### src/rtl/pipe_stage_skid_if.sv
// Valid/ready/data handshake bundle for one side of a pipeline stage boundary.
// master drives valid/data, slave drives ready.
interface pipe_stage_skid_if #(
    parameter int unsigned DATA_W = 32
);
    logic              valid;
    logic              ready;
    logic [DATA_W-1:0] data;

    modport master (output valid, output data, input  ready);
    modport slave  (input  valid, input  data, output ready);
endinterface

### src/rtl/pipe_stage_skid.sv
// Pipeline stage register with 2-entry skid buffer, registered in_ready and flush.
// Optional saturating stall/flush counters are enabled by defining PIPE_STAGE_PERF_EN.
module pipe_stage_skid #(
    parameter int unsigned DATA_W = 32,
    parameter int unsigned CNT_W  = 16
) (
    input  logic                 clk,
    input  logic                 rst_n,
    input  logic                 flush,
    input  logic                 hold,
    pipe_stage_skid_if.slave     upstream,
    pipe_stage_skid_if.master    downstream,
    output logic [CNT_W-1:0]     stall_cnt,
    output logic [CNT_W-1:0]     flush_cnt
);

    typedef enum logic [1:0] {
        EMPTY = 2'd0,
        ONE   = 2'd1,
        FULL  = 2'd2
    } stateT;

    stateT             state;
    logic [DATA_W-1:0] mainQ;
    logic [DATA_W-1:0] skidQ;
    logic              inReadyQ;
    logic              acceptC;
    logic              popC;
    logic              validC;

    assign validC  = (state != EMPTY);
    assign acceptC = upstream.valid & inReadyQ;
    assign popC    = validC & downstream.ready & ~hold;

    assign upstream.ready   = inReadyQ;
    assign downstream.valid = validC;
    assign downstream.data  = mainQ;

    // in_ready is loaded with (next state != FULL) so it never depends on this cycle's stall
    always_ff @(posedge clk or negedge rst_n) begin
        if (!rst_n) begin
            state    <= EMPTY;
            mainQ    <= '0;
            skidQ    <= '0;
            inReadyQ <= 1'b1;
        end else if (flush) begin
            state    <= EMPTY;
            mainQ    <= '0;
            skidQ    <= '0;
            inReadyQ <= 1'b1;
        end else begin
            case (state)
                EMPTY: begin
                    inReadyQ <= 1'b1;
                    if (acceptC) begin
                        mainQ <= upstream.data;
                        state <= ONE;
                    end
                end
                ONE: begin
                    if (acceptC && !popC) begin
                        skidQ    <= upstream.data;
                        state    <= FULL;
                        inReadyQ <= 1'b0;
                    end else if (acceptC && popC) begin
                        mainQ    <= upstream.data;
                        inReadyQ <= 1'b1;
                    end else if (popC) begin
                        state    <= EMPTY;
                        inReadyQ <= 1'b1;
                    end else begin
                        inReadyQ <= 1'b1;
                    end
                end
                FULL: begin
                    if (popC) begin
                        mainQ    <= skidQ;
                        state    <= ONE;
                        inReadyQ <= 1'b1;
                    end else begin
                        inReadyQ <= 1'b0;
                    end
                end
                default: begin
                    state    <= EMPTY;
                    inReadyQ <= 1'b1;
                end
            endcase
        end
    end

`ifdef PIPE_STAGE_PERF_EN
    logic [CNT_W-1:0] stallCntQ;
    logic [CNT_W-1:0] flushCntQ;

    // Saturating counters, cleared only by reset
    always_ff @(posedge clk or negedge rst_n) begin
        if (!rst_n) begin
            stallCntQ <= '0;
            flushCntQ <= '0;
        end else begin
            if (validC && !popC && !(&stallCntQ)) begin
                stallCntQ <= stallCntQ + CNT_W'(1);
            end
            if (flush && validC && !(&flushCntQ)) begin
                flushCntQ <= flushCntQ + CNT_W'(1);
            end
        end
    end

    assign stall_cnt = stallCntQ;
    assign flush_cnt = flushCntQ;
`else
    assign stall_cnt = '0;
    assign flush_cnt = '0;
`endif

endmodule

### src/flat_wrapper.sv
// flat-port wrapper written by rule: the top's interface ports become plain ports
module pipe_stage_skid_flat 
#(
    parameter int unsigned DATA_W = 32,
    parameter int unsigned CNT_W  = 16
)
  (clk, rst_n, flush, hold, stall_cnt, flush_cnt, upstream_valid, upstream_data, upstream_ready, downstream_valid, downstream_data, downstream_ready);
  pipe_stage_skid_if #(.DATA_W(DATA_W)) upstream_i ();
  pipe_stage_skid_if #(.DATA_W(DATA_W)) downstream_i ();
  input  logic clk;
  input  logic rst_n;
  input  logic flush;
  input  logic hold;
  output logic [CNT_W-1:0] stall_cnt;
  output logic [CNT_W-1:0] flush_cnt;
  input wire logic [$bits(upstream_i.valid)-1:0] upstream_valid;
  input wire logic [$bits(upstream_i.data)-1:0] upstream_data;
  output wire logic [$bits(upstream_i.ready)-1:0] upstream_ready;
  output wire logic [$bits(downstream_i.valid)-1:0] downstream_valid;
  output wire logic [$bits(downstream_i.data)-1:0] downstream_data;
  input wire logic [$bits(downstream_i.ready)-1:0] downstream_ready;
  assign upstream_i.valid = upstream_valid;
  assign upstream_i.data = upstream_data;
  assign upstream_ready = upstream_i.ready;
  assign downstream_valid = downstream_i.valid;
  assign downstream_data = downstream_i.data;
  assign downstream_i.ready = downstream_ready;
  pipe_stage_skid #(.DATA_W(DATA_W), .CNT_W(CNT_W)) u_core (.clk(clk), .rst_n(rst_n), .flush(flush), .hold(hold), .upstream(upstream_i), .downstream(downstream_i), .stall_cnt(stall_cnt), .flush_cnt(flush_cnt));
endmodule
### config.mk
export PLATFORM = sky130hd
export DESIGN_NAME = pipe_stage_skid_flat
export DESIGN_NICKNAME = d
export VERILOG_FILES = /design/src/rtl/pipe_stage_skid_if.sv /design/src/rtl/pipe_stage_skid.sv /design/src/flat_wrapper.sv
export SDC_FILE = /design/constraint.sdc
export NUM_CORES = 1
export LEC_CHECK = 0
export ABC_AREA = 1
export BUFFER_PORTS_ARGS = -buffer_cell sky130_fd_sc_hd__buf_2
export CORE_ASPECT_RATIO = 0.6
export CORE_UTILIZATION = 58
export CTS_BUF_LIST = sky130_fd_sc_hd__clkbuf_4 sky130_fd_sc_hd__clkbuf_8
export CTS_CLUSTER_SIZE = 16
export DETAILED_ROUTE_END_ITERATION = 10
export PLACE_DENSITY = 0.86
export RECOVER_POWER = 25
export SETUP_SLACK_MARGIN = 0.15
export SYNTH_ARGS = -nofsm -noshare
export SYNTH_HDL_FRONTEND = slang
export SYNTH_SLANG_ARGS = --single-unit
### constraint.sdc
create_clock -name clk -period 3.8 [get_ports clk]
set_input_delay 0.76 -clock clk [delete_from_list [all_inputs] [get_ports clk]]
set_output_delay 0.76 -clock clk [all_outputs]
set_load 0.01 [all_outputs]
==> summary.md, run 1 <==
| Metric | Value |
|---|---|
| Total power | 2.511 mW |
| Total Routing Usage GR | 0.2613 |
| CP Class | flop to flop |
| Syn Inst Count | 428 |
| Period utilisation layout | 0.7286 |
| Clk root buf | clkbuf_8 |
| Wl on met1 | 3575 um |
| Antenna diodes | 0 |
| CP Data Arrival Time | 3.00 ns |
| Post-Route WL | just under 8000 um |
| DR vias | 2955 |
| Initial Util | 0.6214 |
| Critical Path RT | between 4 and 5 ns |
| Post-synth top flop | dfrtp_1 |
| Cts hold-fix bufs | 0 |
| FF+latch count, synth | 67 |
| Share of cells above drive strength 1 | 0.2500 |
| Initial antenna violation count | 0 |
| RePlAce Congestion | 0.8636 |
| RSZ-0062 raised after global routing | no |
| Inserted Clock Buffers | 9 |
| Met3 WL | about 630 um |
| Total die area | between 0.006 and 0.007 sq mm |
| Count leader, synth | nand2_1 |
| WL/cell | 13.66 um |
| Pleak | 2.075 nW |
| Final setup fails | 0 |
| Clk sink count | 67 |
| CTS clock-pin slew for the worst setup and hold paths | 0.07 ns |
| Vias in the first global route | ~2700 |
| # fillers | 500 |
| Final setup TNS | 0 ns |
| Die Height | about 63 um |
| Post-synth top area share | 0.4619 |
| Starting DRT DRC Count | 179 |
| Critical path endpoint category | flop |
| Max cap viols | 1 |
| 1st-pass router iterations | 5 |
| Cell taking the most area after synthesis | dfrtp_1 |
| Top sig layer | met4 |
| CP startpoint kind | flop |
| Sequential area share after synthesis | 0.4692 |
| Minimum clock period | 2.769 ns |
| Peak Freq | 361.2 MHz |
| Syn_area_per_cell | about 8.4 sq um |
| Cell Area, Synth | approximately 0.0036 sq mm |
| Final #Nets | 529 |
| First-pass GRT wire length | 12910 um |
| Core area | approximately 0.0058 sq mm |
| Met2 WL | around 3500 um |
| EDFF count, synth | 0 |
| Yosys cell types | 30 |
| Area growth syn-to-layout | 11.20% |
| Antenna viol nets, final | 0 |
| Number of synthesis warnings | 0 |
| Synth top cells by count | nand2_1, dfrtp_1, inv_1 |
| Failing checks | capacitance limit, slew limit |
| Cts repair resizes | 0 |
| PortBufs | 71 |
| # H-tree levels | 3 |
| Worst skew pair latency | 0.34 ns |
| Synth async-reset ratio | 1.000 |
| CTS max path bufs | 2 |
| IO Count | 104 |
| Number of hold violations in the final report | 0 |
| Slew headroom | -0.2255 |
| DRC viols | 0 |
| Peak VDD IR | 0.4100 mV |
| Rows | 21 |
| CP Max Fanout | 33 |
| Cell Count, Final, Fillers Out | around 570 |
| CTS tree | done |
| HP Class | flop to flop |
| Gr ovfl total | 0 |
| Final core utilization | 0.6910 |
| Largest net degree at the start of global routing | 66 |
| Setup Skew | 0.006236 ns |
| Vias/cell | between 5 and 6 |
| Pwr per Cell Area | 631.4 mW/mm^2 |
| Tightest Pin Transition | 1.838 ns |
| HPWL after detailed placement | 5057 um |
| Top area cells in the synthesized netlist | dfrtp_1, nand2_1, buf_4 |
| Pins Over Slew Limit | 36 |
| Placed cells | 556 |
| Post CTS Setup Buffer Count | 0 |
| Die X | 103.4 um |
| Status | finished with violations |
-- sequential cells by signal, indices dropped and copies added (netlist names) --
signal and flops:
u_core.downstream.data 32, u_core.state 2, u_core.skidQ 32, u_core.upstream.ready 1
-- critical path, cell delays in order (launching register included) --
cell and delay, ns:
dfrtp_1 0.43, inv_1 0.09, ha_1 0.30, nor2_1 0.17, nand3_1 0.10, nand2_2 0.51
nand3_2 0.73, nand2_1 0.25, nand2_1 0.06
-- through the flow --
step	hold slack (ns)	cell area, sq um	setup slack (ns)
floorplan	0.4644	3692	2.156
global placement	0.4501	3784	1.044
detailed placement	0.4532	3784	0.9333
CTS	0.4716	3981	1.063
global route	0.4914	3976	0.7843
finish	0.4702	3976	1.031
-- final cells by class --
cell class	instances	area, sq um	share of cell area
Multi-Input combinational cell	291	1460	0.3672
Sequential cell	67	1678	0.4220
Tap cell	80	100.1	0.02517
Timing Repair Buffer	74	372.9	0.09377
Clock inverter	5	52.55	0.01322
Clock buffer	11	145.1	0.03650
Inverter	44	167.7	0.04216
-- power breakdown --
group / internal, mW / switching (mW) / leakage [nW]
Clock: 0.325 / 0.271 / 0.103
Combinational: 0.289 / 0.635 / 1.08
Sequential: 0.902 / 0.0895 / 0.894
-- placed cells by master, fill, tap and decap left out, drive strengths merged --
cell type,netlist,routed
ha,4,4
nand4,1,1
a21oi,32,32
nand2,109,109
nor3,2,2
nor2,5,5
o2111ai,1,1
clkbuf,10,13
dfrtp,66,66
clkinv,0,3
nand3,40,40
o21ai,65,65
inv,44,44
dfstp,1,1
clkinvlp,0,1
bufinv,0,1
conb,1,32
buf,47,72
-- worst paths after layout --
kind                                                             start                                     end  slack (ns)  cells past startpoint
worst max-delay path                       u_core.state[0]$_DFFE_PN0P_  u_core.downstream.data[19]$_DFFE_PN0P_        1.03                      8
worst min-delay path            u_core.downstream.data[11]$_DFFE_PN0P_  u_core.downstream.data[11]$_DFFE_PN0P_        0.47                      2
worst max register to register             u_core.state[0]$_DFFE_PN0P_  u_core.downstream.data[19]$_DFFE_PN0P_        1.03                      8
worst min register to register  u_core.downstream.data[11]$_DFFE_PN0P_  u_core.downstream.data[11]$_DFFE_PN0P_        0.47                      2
max in group asynchronous                                        rst_n  u_core.downstream.data[17]$_DFFE_PN0P_        1.47                      2
min in group asynchronous                                        rst_n            u_core.skidQ[11]$_DFFE_PN0P_        0.90                      1
-- per-layer routing --
metal | global-route usage | up-vias
met5 | 0 | -
met3 | 0.09508 | 8
li1 | - | 1422
met4 | 0.04577 | 0
met2 | 0.3949 | 128
met1 | 0.3634 | 1397
-- kinds of logic (layout without fill, tap and decap cells) --
group | Yosys count | in the layout | synth area share
compound gates | 98 | 98 | 0.1592
fa+ha+maj | 4 | 4 | 0.01400
flops | 67 | 67 | 0.4692
other cells | 1 | 32 | 0.001049
buf+inv | 101 | 134 | 0.1578
simple gates | 157 | 157 | 0.1987
Note: power is estimated with default switching activity, not from simulation.
==> run 2: changes to the inputs <==
Settings changed: CORE_UTILIZATION 58 to 49, PLACE_DENSITY 0.86 to 0.77.
Clock period 3.8 ns to 2.5 ns, I/O delays scaled along.
==> run 2 against run 1 <==
  * The flow finishes with violations (DRC, capacitance limit, slew limit)
  * Flip-flop and latch count is the same
  * Maximum frequency up 29%
  * Setup slack worse by 0.67 ns
  * Critical path depth is the same
  * First-iteration DRC count is 14% higher
  * Sequential share of layout area shrank 0.47 points
  * Largest power group unchanged
  * Highest routed layer unchanged
==> summary.md, run 2 (synthesis results as in run 1) <==
| Metric | Value |
|---|---|
| Status | finished with violations |
| Failing checks | DRC, capacitance limit, slew limit |
| Critical path endpoint category | flop |
| Post-Route WL | 7890 um (+0.95%) |
| Post-Place Cell Area | 0.003820 sq mm (+0.96%) |
| Period utilisation layout | 0.8570 (+0.1284) |
| Cts hold-fix bufs | 0 (unchanged) |
| Area growth syn-to-layout | 12.46% |
| Pleak | 2.099 nW (+1.1%) |
| CTS max path bufs | 2 (unchanged) |
| Slew headroom | -0.05008 (+0.1754) |
| CTS clock-pin slew for the worst setup and hold paths | 0.07 ns (about the same) |
| 1st-pass router iterations | 8 (+3) |
| Crit path cell chain | inv_1 -> ha_1 -> inv_2 -> nand3_4 -> nand3_2 -> nand3_2 -> nand2_1 -> nand2_1 |
| CP max-delay cell | nand3_2 |
| Clk sink count | 67 (unchanged) |
| Peak VDD IR | 0.5481 mV (+34%) |
| Critical Path RT | 2.74 ns (-1.29 ns) |
| WP buf/inv | 2 (+1) |
| Die Height | 68.17 um (+8.5%) |
| DR vias | 2901 (-1.8%) |
| Tightest Pin Transition | 1.575 ns (-0.2631 ns) |
| # H-tree levels | 3 (unchanged) |
| Most common cell after layout, fill and taps aside | nand2_1 |
| Multi-input logic area | 0.001460 sq mm (unchanged) |
| Total die area | 0.007654 sq mm (+18%) |
| First-pass GRT wire length | 13030 um (+0.91%) |
| Final #Nets | 531 (+0.38%) |
| Worst skew pair latency | 0.35 ns (about the same) |
| Inserted Clock Buffers | 9 (unchanged) |
| RSZ-0062 raised after global routing | no |
| Pwr per Cell Area | 958.6 mW/mm^2 (+52%) |
| Clk root buf | clkbuf_8 |
| Initial antenna violation count | 0 (unchanged) |
| Die X | 112.3 um (+8.6%) |
| Post CTS Setup Buffer Count | 0 (unchanged) |
| Final setup TNS | 0 ns (unchanged) |
| Peak Freq | 466.8 MHz (+29%) |
| HPWL after detailed placement | 5144 um (+1.7%) |
| Max cap viols | 1 (unchanged) |
| Total Routing Usage GR | 0.2260 (-0.03539) |
| Commonest non-fill, non-tap cells in the layout | nand2_1, buf_2, dfrtp_1 |
| Antenna diodes | 0 (unchanged) |
| PortBufs | 71 (unchanged) |
| Core area | 0.006849 sq mm (+19%) |
| Initial Util | 0.5221 (-0.09933) |
| CTS tree | done |
| FF+latch area | 0.001678 sq mm (unchanged) |
| Final instance area | 0.004021 sq mm (+1.1%) |
| HP Class | input pin to flop |
| Fin Hold WS | 0.3602 ns (-0.1100 ns) |
| Crit path largest cell delay | 0.55 ns (-0.18 ns) |
| IO Count | 104 (unchanged) |
| CP Max Fanout | 32 (-3.0%) |
| Top delay family on crit path | simple AND/OR/NAND/NOR gates |
| CP startpoint kind | flop |
| Gr ovfl total | 0 (unchanged) |
| Share of cells above drive strength 1 | 0.2551 (+0.005061) |
| RePlAce Congestion | 0.8585 (-0.59%) |
| Pins Over Slew Limit | 29 (-19%) |
| Final setup fails | 0 (unchanged) |
| Minimum clock period | 2.142 ns (-0.6261 ns) |
| Largest net degree at the start of global routing | 65 (-1.5%) |
| CP Data Arrival Time | 2.38 ns (-0.62 ns) |
| DRC viols | 6 (+6) |
| Antenna viol nets, final | 0 (unchanged) |
| Vias/cell | 4.993 (-3.3%) |
| CP Class | flop to flop |
| # fillers | 628 (+26%) |
| WL/cell | 13.58 um (-0.62%) |
| Setup Skew | 0.007282 ns (+0.001046 ns) |
| Vias in the first global route | 2642 (-3.5%) |
| Cts repair resizes | 0 (unchanged) |
| Rows | 23 (+9.5%) |
| Starting DRT DRC Count | 204 (+14%) |
| Final core utilization | 0.5871 (-0.1039) |
| Number of hold violations in the final report | 0 (unchanged) |
[run 2: changes by cell type in the layout (fill, tap and decap cells not counted)]
cell	change
clkbuf_4	+3
buf_4	+2
clkinv_2	-2
buf_12	+1
clkbuf_1	-1
clkinvlp_4	-1
[run 2: worst reg2reg max path: cells and delay by family (launching register included)]
family        cells  cell delay, ns
simple gates      5            1.13
buf+inv           2            0.20
fa+ha+maj         1            0.29
flops             1            0.41
[run 2: routing by layer]
layer	GRT usage	share of wire	up-vias
met5	0	0	-
met4	0.07000	0.010	0
met3	0.06466	0.059	9
met2	0.3354	0.44	96
met1	0.3216	0.49	1369
li1	-	-	1427
[run 2: worst paths after layout]
path / start / end / slack, ns / cells after the start
min in group asynchronous: rst_n / u_core.downstream.data[11]$_DFFE_PN0P_ / 0.53 / 1
min reg2reg: u_core.downstream.data[7]$_DFFE_PN0P_ / u_core.downstream.data[7]$_DFFE_PN0P_ / 0.47 / 2
max reg2reg: u_core.state[0]$_DFFE_PN0P_ / u_core.downstream.data[15]$_DFFE_PN0P_ / 0.36 / 8
max in group asynchronous: rst_n / u_core.upstream.ready$_DFF_PN1_ / 0.99 / 2
min: upstream_data[1] / u_core.skidQ[1]$_DFFE_PN0P_ / 0.36 / 3
max: u_core.state[0]$_DFFE_PN0P_ / u_core.downstream.data[15]$_DFFE_PN0P_ / 0.36 / 8
[run 2: stage by stage]
step	cells	power (mW)	setup WS (ns)
after floorplan	459	2.572	0.9159
after global placement	565	2.908	0.4516
after detailed placement	565	2.947	0.3804
after CTS	581	3.892	0.3646
after global routing	581	4.136	0.1542
final	581	3.855	0.3576
[run 2: cell type report]
cell class | count | area share
Clock buffer | 14 | 0.04169
Clock inverter | 2 | 0.008712
Inverter | 44 | 0.04169
Multi-Input combinational cell | 291 | 0.3631
Sequential cell | 67 | 0.4172
Tap cell | 87 | 0.02707
Timing Repair Buffer | 76 | 0.1005
[run 2: where the power goes]
part           internal (mW)  switching [mW]  total (mW)  leakage, nW
registers               1.37           0.133        1.50        0.894
clock network          0.532           0.401       0.933        0.108
logic                  0.452           0.967        1.42         1.10
==> run 3: changes to the inputs <==
Settings changed: CORE_UTILIZATION 49 to 54, PLACE_DENSITY 0.77 to 0.81.
Clock period 2.5 ns to 2.26 ns, I/O delays scaled along.
==> run 3 against run 2 <==
  * The flow finishes with violations (capacitance limit, slew limit)
  * Power up 16%
  * Combinational power up 18%
  * Maximum frequency up 14%
  * Count of clock-buffer cells in the layout fell by 3
  * Register-to-register slack improved by 0.03 ns
  * Critical path depth rose by 1
  * Setup slack better by 0.027 ns
  * Sequential share of layout area is 0.99 points lower
  * Clock power grew 24%
  * Design area rose by 2.4%
  * First-iteration DRC count grew 7.8%
  * Critical path type unchanged
  * Largest power group is now combinational logic
==> summary.md, run 3 (synthesis results as in run 1) <==
| Metric | Value |
|---|---|
| Status | finished with violations |
| Failing checks | capacitance limit, slew limit |
| Pins Over Slew Limit | 27 (-6.9%) |
| Levels on crit path | 9 (+1) |
| Post-Route WL | 7925 um (+0.44%) |
| Tightest Pin Transition | 1.588 ns (+0.01333 ns) |
| PortBufs | 71 (unchanged) |
| Starting DRT DRC Count | 220 (+7.8%) |
| CTS tree | done |
| CTS max path bufs | 2 (unchanged) |
| Post CTS Setup Buffer Count | 0 (unchanged) |
| Vias/cell | 5.087 (+1.9%) |
| Top delay family on crit path | buffers and inverters |
| Initial antenna violation count | 0 (unchanged) |
| Worst reg2reg setup slack | 0.38 ns (+0.03 ns) |
| Initial Util | 0.5723 (+0.05018) |
| Logic pwr share | 0.372 (+0.004) |
| WP buf/inv | 3 (+1) |
| Largest net degree at the start of global routing | 39 (-40%) |
| Final setup fails | 0 (unchanged) |
| Cts hold-fix bufs | 0 (unchanged) |
| Setup Skew | 0.009572 ns (+0.002290 ns) |
| Core area | 0.006248 sq mm (-8.8%) |
| Peak Freq | 533.2 MHz (+14%) |
| Sw Ratio | 0.3797 (-0.009634) |
| Crit path largest cell delay | 0.43 ns (-0.12 ns) |
| Slew headroom | -0.05896 (-0.008885) |
| CTS clock-pin slew for the worst setup and hold paths | 0.08 ns (about the same) |
| CP startpoint kind | flop |
| Max cap viols | 1 (unchanged) |
| Total power | 4.481 mW (+16%) |
| Placed cells | 570 (+0.88%) |
| DRC viols | 0 (-6) |
| Worst slack, placed | 0.4070 ns (+0.02659 ns) |
| RePlAce Congestion | 0.8173 (-4.8%) |
| Inserted Clock Buffers | 9 (unchanged) |
| Antenna diodes | 0 (unchanged) |
| 1st-pass router iterations | 5 (-3) |
| Final WS setup | 0.3847 ns (+0.02707 ns) |
| Clk root buf | clkbuf_8 |
| Power Internal | 2.780 mW (+18%) |
| Critical Path RT | 2.52 ns (-0.22 ns) |
| Number of hold violations in the final report | 0 (unchanged) |
| Period utilisation layout | 0.8298 (-0.02717) |
| Vias in the first global route | 2654 (+0.45%) |
| Minimum clock period | 1.875 ns (-0.2671 ns) |
| Area growth syn-to-layout | 15.19% |
| # fillers | 520 (-17%) |
| Die X | 107.1 um (-4.7%) |
| Share of cells above drive strength 1 | 0.2649 (+0.009880) |
| Cell Count, Final, Fillers Out | 586 (+0.86%) |
| R2r startpoint | u_core.state[0]$_DFFE_PN0P_ |
| Final instance area | 0.004119 sq mm (+2.4%) |
| Most common cell after layout, fill and taps aside | nand2_1 |
| Worst reg2reg endpoint | u_core.skidQ[25]$_DFFE_PN0P_ |
| Die Height | 65.04 um (-4.6%) |
| Final #Nets | 539 (+1.5%) |
| Antenna viol nets, final | 0 (unchanged) |
| R2R cell count | 9 (+1) |
| Clock power frac | 0.258 (+0.016) |
| HP Class | input pin to flop |
| Rows | 22 (-4.3%) |
| Post-Place Cell Area | 0.003889 sq mm (+1.8%) |
| Final setup TNS | 0 ns (unchanged) |
| Gr ovfl total | 0 (unchanged) |
| WL/cell | 13.52 um (-0.41%) |
| HPWL after detailed placement | 5588 um (+8.6%) |
| CP Data Arrival Time | 2.13 ns (-0.25 ns) |
| Crit path cell chain | inv_1 -> ha_1 -> inv_2 -> nand3_4 -> nand2_4 -> nor3_4 -> buf_4 -> nand2_1 -> o21ai_0 |
| DR vias | 2981 (+2.8%) |
| Peak VDD IR | 0.5241 mV (-4.4%) |
| Hold Path End | u_core.skidQ[21]$_DFFE_PN0P_ |
| Cts repair resizes | 0 (unchanged) |
| Pleak | 2.143 nW (+2.1%) |
| Commonest non-fill, non-tap cells in the layout | nand2_1, buf_2, dfrtp_1 |
| CP Max Fanout | 32 (unchanged) |
| IO Count | 104 (unchanged) |
| Pwr per Cell Area | 1088 mW/mm^2 (+13%) |
| CP max-delay cell | dfrtp_1 |
| # H-tree levels | 3 (unchanged) |
| Total die area | 0.006962 sq mm (-9.0%) |
| Worst skew pair latency | 0.34 ns (about the same) |
| CP Class | flop to flop |
| Hold Crit Start | upstream_data[21] |
| Total Routing Usage GR | 0.2501 (+0.02415) |
| RSZ-0062 raised after global routing | no |
| Worst Hold Depth | 3 (unchanged) |
| Flop pwr share | 0.370 (-0.020) |
| Psw | 1.702 mW (+13%) |
| First-pass GRT wire length | 13210 um (+1.4%) |
| Clk sink count | 67 (unchanged) |
| Critical path endpoint category | flop |
[run 3: changes by cell type in the layout (fill, tap and decap cells not counted), sizes merged]
| cell | previous run | this run |
|---|---|---|
| clkbuf | 15 | 13 |
| clkinvlp | 0 | 2 |
| buf | 75 | 82 |
| bufinv | 1 | 2 |
| clkinv | 1 | 0 |
| inv | 44 | 45 |
[run 3: worst register-to-register path, stage by stage, from the launching register on]
cell,delay (ns)
dfrtp_1,0.43
inv_1,0.10
ha_1,0.30
inv_2,0.09
nand3_4,0.12
nand2_4,0.10
nor3_4,0.11
buf_4,0.34
nand2_1,0.11
o21ai_0,0.10
[run 3: power by group through the flow]
stage	Sequential, mW	Combinational, mW	Clock (mW)
4_1_cts	1.66	1.68	1.18
3_5_place_dp	1.68	1.67	0
3_3_place_gp	1.67	1.63	0
6_report	1.66	1.67	1.16
5_1_grt	1.70	1.87	1.24
2_1_floorplan	1.77	1.07	0
[run 3: how the worst max path moves through the flow]
| stage | start | to | slack (ns) |
|---|---|---|---|
| floorplan | u_core.state[0]$_DFFE_PN0P_ | u_core.skidQ[10]$_DFFE_PN0P_ | 0.68 |
| global placement | u_core.state[0]$_DFFE_PN0P_ | u_core.skidQ[1]$_DFFE_PN0P_ | 0.56 |
| detailed placement | u_core.state[0]$_DFFE_PN0P_ | u_core.skidQ[26]$_DFFE_PN0P_ | 0.41 |
| CTS | u_core.state[0]$_DFFE_PN0P_ | u_core.skidQ[26]$_DFFE_PN0P_ | 0.38 |
| global route | u_core.state[0]$_DFFE_PN0P_ | u_core.skidQ[26]$_DFFE_PN0P_ | 0.21 |
| finish | u_core.state[0]$_DFFE_PN0P_ | u_core.skidQ[25]$_DFFE_PN0P_ | 0.38 |
[run 3: routing by layer]
layer / track usage / vias to the layer above / wire [um]
met5: 0 / - / 0
met4: 0.05308 / 0 / 50
li1: - / 1450 / -
met2: 0.3573 / 113 / 3496
met1: 0.3674 / 1413 / 3772
met3: 0.08249 / 5 / 606
[run 3: cell type report]
type	count	area [sq um]	area share
clock inverter	5	83.83	0.02035
clock buffer	11	151.4	0.03676
sequential	67	1678	0.4074
timing repair buffer	84	473.0	0.1148
inverter	44	167.7	0.04070
multi-input combinational	291	1460	0.3545
tap	84	105.1	0.02552
[run 3: metrics by stage]
stage / util / hold WS [ns]
after floorplan: - / 0.1564
after CTS: 0.6600 / 0.1327
after global routing: 0.6592 / 0.3243
final: 0.6592 / 0.3315
after global placement: 0.6223 / 0.4525
after detailed placement: 0.6223 / 0.4547
